--- src/rtl/z80_daisy_arbiter.sv ---
// Z80 mode-2 interrupt arbiter for up to four daisy-chained channels.
// Latches request edges, resolves fixed priority, supplies the vector and tracks in-service state.
module z80_daisy_arbiter #(
    parameter int unsigned NCH = 4
) (
    input  logic           I_CLK,
    input  logic           I_RESET,
    input  logic           I_CLKEN,
    input  logic           I_IEI,
    input  logic [NCH-1:0] I_REQ,
    input  logic [NCH-1:0] I_IE,
    input  logic [7:0]     I_VBASE,
    input  logic           I_SPM1,
    input  logic           I_RETI,
    output logic           O_INT_n,
    output logic           O_IEO,
    output logic [7:0]     O_VEC,
    output logic           O_VEC_OE,
    output logic [NCH-1:0] O_ACK
);

    logic [NCH-1:0] r_pend;
    logic [NCH-1:0] r_insvc;
    logic [NCH-1:0] r_req_d;
    logic [NCH-1:0] r_ack;
    logic           r_spm1_d;
    logic           r_int_n;
    logic           r_vec_oe;
    logic [7:0]     r_vec;

    logic [NCH-1:0] w_insvc_reti;
    logic [NCH-1:0] w_elig;
    logic [NCH-1:0] w_elig_post;
    logic [NCH-1:0] w_ack_oh;
    logic [NCH-1:0] w_pend_nxt;
    logic [NCH-1:0] w_insvc_nxt;
    logic [1:0]     w_win;
    logic           w_ack;

    // A channel is blocked by any in-service channel at or above it, or any enabled request above it.
    function automatic logic [NCH-1:0] f_elig(input logic [NCH-1:0] pend,
                                              input logic [NCH-1:0] ie,
                                              input logic [NCH-1:0] insvc,
                                              input logic           iei);
        logic [NCH-1:0] e;
        logic           blk;
        e   = '0;
        blk = 1'b0;
        for (int unsigned i = 0; i < NCH; i++) begin
            blk  = blk | insvc[i];
            e[i] = pend[i] & ie[i] & iei & ~blk;
            blk  = blk | (pend[i] & ie[i]);
        end
        return e;
    endfunction

    always_comb begin
        w_insvc_reti = r_insvc;
        if (I_RETI && I_IEI) begin
            w_insvc_reti = r_insvc & ~(r_insvc & (~r_insvc + NCH'(1)));
        end
        w_elig = f_elig(r_pend, I_IE, w_insvc_reti, I_IEI);
        w_win  = '0;
        for (int unsigned i = 0; i < NCH; i++) begin
            if (w_elig[NCH-1-i]) w_win = 2'(NCH-1-i);
        end
        w_ack       = I_SPM1 & ~r_spm1_d & ~r_int_n & (|w_elig);
        w_ack_oh    = w_ack ? (NCH'(1) << w_win) : '0;
        w_pend_nxt  = (r_pend & ~w_ack_oh) | (I_REQ & ~r_req_d);
        w_insvc_nxt = w_insvc_reti | w_ack_oh;
        // /INT reflects the state after this cycle's RETI and acknowledge have been applied.
        w_elig_post = f_elig(r_pend & ~w_ack_oh, I_IE, w_insvc_nxt, I_IEI);
    end

    always_ff @(posedge I_CLK) begin
        if (I_RESET) begin
            r_pend   <= '0;
            r_insvc  <= '0;
            r_req_d  <= '0;
            r_ack    <= '0;
            r_spm1_d <= 1'b0;
            r_int_n  <= 1'b1;
            r_vec_oe <= 1'b0;
            r_vec    <= '0;
        end else if (I_CLKEN) begin
            r_pend   <= w_pend_nxt;
            r_insvc  <= w_insvc_nxt;
            r_req_d  <= I_REQ;
            r_ack    <= w_ack_oh;
            r_spm1_d <= I_SPM1;
            r_int_n  <= ~(|w_elig_post);
            if (w_ack) begin
                r_vec    <= {I_VBASE[7:3], w_win, 1'b0};
                r_vec_oe <= 1'b1;
            end else if (!I_SPM1) begin
                r_vec_oe <= 1'b0;
            end
        end
    end

    assign O_INT_n  = r_int_n;
    assign O_IEO    = I_IEI & ~(|r_insvc) & ~(|(r_pend & I_IE));
    assign O_VEC    = r_vec;
    assign O_VEC_OE = r_vec_oe;
    assign O_ACK    = r_ack;

endmodule

--- config.mk ---
export PLATFORM = sky130hd
export DESIGN_NAME = z80_daisy_arbiter
export DESIGN_NICKNAME = d
export VERILOG_FILES = /design/src/rtl/z80_daisy_arbiter.sv
export SDC_FILE = /design/constraint.sdc
export NUM_CORES = 1
export LEC_CHECK = 0
export CAP_MARGIN = 30
export CORE_ASPECT_RATIO = 0.7
export CORE_MARGIN = 5
export CORE_UTILIZATION = 50
export CTS_BUF_LIST = sky130_fd_sc_hd__clkbuf_8
export DETAILED_ROUTE_END_ITERATION = 8
export GPL_ROUTABILITY_DRIVEN = 0
export PLACE_DENSITY_LB_ADDON = 0.05
export SYNTH_ARGS = -nofsm -noshare
export SYNTH_HDL_FRONTEND = slang
export SYNTH_SLANG_ARGS = --single-unit
--- constraint.sdc ---
create_clock -name I_CLK -period 3.7 [get_ports I_CLK]
set_input_delay 0.74 -clock I_CLK [delete_from_list [all_inputs] [get_ports I_CLK]]
set_output_delay 0.74 -clock I_CLK [all_outputs]
set_load 0.02 [all_outputs]
==> metrics.md <==
| Metric | Value |
|---|---|
| CP required | 2.96 ns |
| #FFs+latches synth | 26 |
| R2r worst-path depth | 6 |
| # placed instances | 195 |
| Num CTS Buffers | 3 |
| Vias in the first global route | 1193 |
| Post-CTS Hold Fix Bufs | 0 |
| Worst slew margin | 0.626 |
| XOR/XNOR Fraction of Synth Area | 0 |
| Post-CTS Setup Repair Bufs | 0 |
| Mux cell area share after synthesis | 0.0921 |
| First-pass iteration count of the detailed router | 6 |
| Met2 usage | 0.358 |
| Power per Cell Area | 371 nW/um2 |
| CP startpoint kind | input port |
| Total track usage | 0.209 |
| Antenna diodes | 0 |
| Total die area | 3480 um2 |
| Max Cap Violations | 0 |
| CTS sink count | 26 |
| Count of cell types in the netlist | 36 |
| DIE HEIGHT | 50.9 um |
| Leakage Power | 0.000652 uW |
| Post-synthesis simple-gate area fraction | 0.190 |
| Status | finished, final reports clean |
| Gr ovfl total | 0 |
| Peak VDD IR | 0.263 mV |
| Clock Skew | 0.00149 ns |
| Reg2reg end | r_pend[1]$_SDFFE_PP0P_ |
| Setup TNS Final | 0 ns |
| Die width | 68.4 um |
| Post-Syn Instances | 131 |
| DP HPWL | 2470 um |
| RSZ-0062 raised after global routing | false |
| Synth-to-Final Area Change | 37.1% |
| Top cell type's share of synthesized area | 0.436 |
| Syn avg cell area | 9.12 um2 |
| First-pass GRT wire length | 5530 um |
| Worst EP arrival | 2.66 ns |
| Port Buf Inserts | 32 |
| Skew-Pair Late Insertion Delay | 0.27 ns |
| Largest net degree at the start of global routing | 23 |
| Met3 Usage GRT | 0.0504 |
| Vias | 1134 |
| R2R setup slack | 1.39 ns |
| Worst hold-check path type | reg -> reg |
| Final setup vio count | 0 |
| Drt via density | 5.70 |
| Netlist Area Pre-Place | 1190 um2 |
| Layout Cells excl Fill | 199 |
| Cts repair resizes | 0 |
| Final nets | 190 |
| Most frequent cells in the layout | 32 x clkdlybuf4s50_1, 26 x dfxtp_1, 15 x nand2_1, 14 x nor2_1, 12 x a21oi_1 |
| Final Cycle Share | 0.920 |
| Seq/Total Area, Yosys | 0.436 |
| Worst Max-Slew Pin Slew | 0.560 ns |
| GR Layer Usage met1 | 0.253 |
| Yosys top cell by area | dfxtp_1 |
| Syn Nets | 153 |
| Post-synthesis adder-cell area fraction | 0.0168 |
| Crit Reg-Reg Startpoint | r_insvc[0]$_SDFFE_PP0P_ |
| Main combinational cell family by area after synthesis | compound AO/OA/AOI/OAI gates |
| Cell Rows | 14 |
| Clock Tree Buf Depth | 2 |
| DRT iter0 DRCs | 121 |
| CP max FO | 2 |
| Commonest non-fill, non-tap cell in the layout | clkdlybuf4s50_1 |
| Total routed wirelength | 3330 um |
| # DRC | 0 |
| Fin. max-slew vios | 0 |
| Synth Area in Compound Gates | 0.228 |
| Io pins | 37 |
| Clock root buffer | clkbuf_8 |
| Hold Slack | 0.470 ns |
| WL per Instance | 16.7 um |
| Clock transition at the registers of the reported paths | 0.09 ns |
| CP endpoint | O_IEO |
| Share of layout cells above drive strength 1 | 0.120 |
| Max Fclk | 294 MHz |
| Initial Utilization | 0.541 |
| Routed Antenna Nets | 0 |
| Setup CP Type | in -> out |
| Ys Warns | 0 |
| Final Hold Viols | 0 |
| Total power | 607 uW |
| Min Tclk post-route | 3.40 ns |
| Most Crowded Layer GR | met2 |
| CTS tree | yes |
| Core Area | 2210 um2 |
| H-tree Lvls | 1 |
| Synth area leaders | dfxtp_1 44%, mux2i_1 9.2%, a21oi_1 5.0% |
| Crit end category | output pin |
| Initial antenna violation count | 0 |
| CP Launch Point | I_IEI |
routing by layer:
metal,up-vias,wire length [um]
li1,538,-
met5,-,0
met2,65,1570
met1,517,1380
met3,14,272
met4,0,110
cell usage after synthesis, drive strengths merged:
cell,instances
a2111oi,1
a211oi,3
a21boi,1
a21o,2
a21oi,12
a31o,4
a31oi,1
buf,2
clkbuf,2
conb,1
dfxtp,26
inv,6
maj3,2
mux2i,11
nand2,15
nand2b,2
nand3,4
nand4,1
nor2,14
nor3b,5
nor4b,1
o2111ai,1
o21a,1
o21ai,6
o221a,1
o311ai,1
o41ai,1
or2,2
or3,1
or3b,1
critical path: stages:
cell             delay, ns
clkdlybuf4s50_1       0.47
a21boi_0              0.29
nand3_1               0.18
nor4b_1               0.32
clkdlybuf4s50_1       0.66
cell families after synthesis:
family / count (synthesis)
adder cells (fa/ha/maj): 2
flip-flops: 26
other: 1
AND/OR/NAND/NOR: 46
multiplexers: 11
AO/OA/AOI/OAI: 35
buffers and inverters: 10
flip-flops by register name, summed over array words and instances (netlist names):
register  cells
O_VEC_OE      1
O_INT_n       1
O_VEC         7
r_spm1_d      1
r_pend        4
O_ACK         4
r_req_d       4
r_insvc       4
worst min-delay path by stage:
stage                                start                endpoint  depth (start not counted)
finish               O_ACK[1]$_SDFFE_PP0P_   O_ACK[1]$_SDFFE_PP0P_                          2
global placement     O_VEC[2]$_SDFFE_PP0P_   O_VEC[2]$_SDFFE_PP0P_                          1
CTS                  O_ACK[1]$_SDFFE_PP0P_   O_ACK[1]$_SDFFE_PP0P_                          2
detailed placement   O_ACK[1]$_SDFFE_PP0P_   O_ACK[1]$_SDFFE_PP0P_                          2
global route         O_ACK[3]$_SDFFE_PP0P_   O_ACK[3]$_SDFFE_PP0P_                          2
floorplan           r_pend[2]$_SDFFE_PP0P_  r_pend[2]$_SDFFE_PP0P_                          1
power by group:
part	internal (uW)	switching, uW	leakage [uW]	total (uW)
Combinational	40.2	37.4	0.000404	77.6
Sequential	288	6.11	0.000212	294
Clock	145	91.1	0.0000357	236
Total	473	135	0.000652	607
metrics by stage:
| stage | setup slack (ns) | utilization | instance area (um2) |
|---|---|---|---|
| floorplan | 0.963 | - | 1190 |
| finish | 0.296 | 0.742 | 1640 |
| CTS | 0.337 | 0.742 | 1640 |
| global placement | 0.376 | 0.710 | 1570 |
| detailed placement | 0.340 | 0.710 | 1570 |
| global route | 0.268 | 0.742 | 1640 |
area by class of cell:
cell class,instances,area (um2)
Sequential cell,26,520
Clock buffer,3,41.3
Tap cell,32,40.0
Fill cell,162,569
Multi-Input combinational cell,95,633
Inverter,6,22.5
Timing Repair Buffer,36,350
Clock inverter,1,30.0
(Power assumes the default switching activity.)
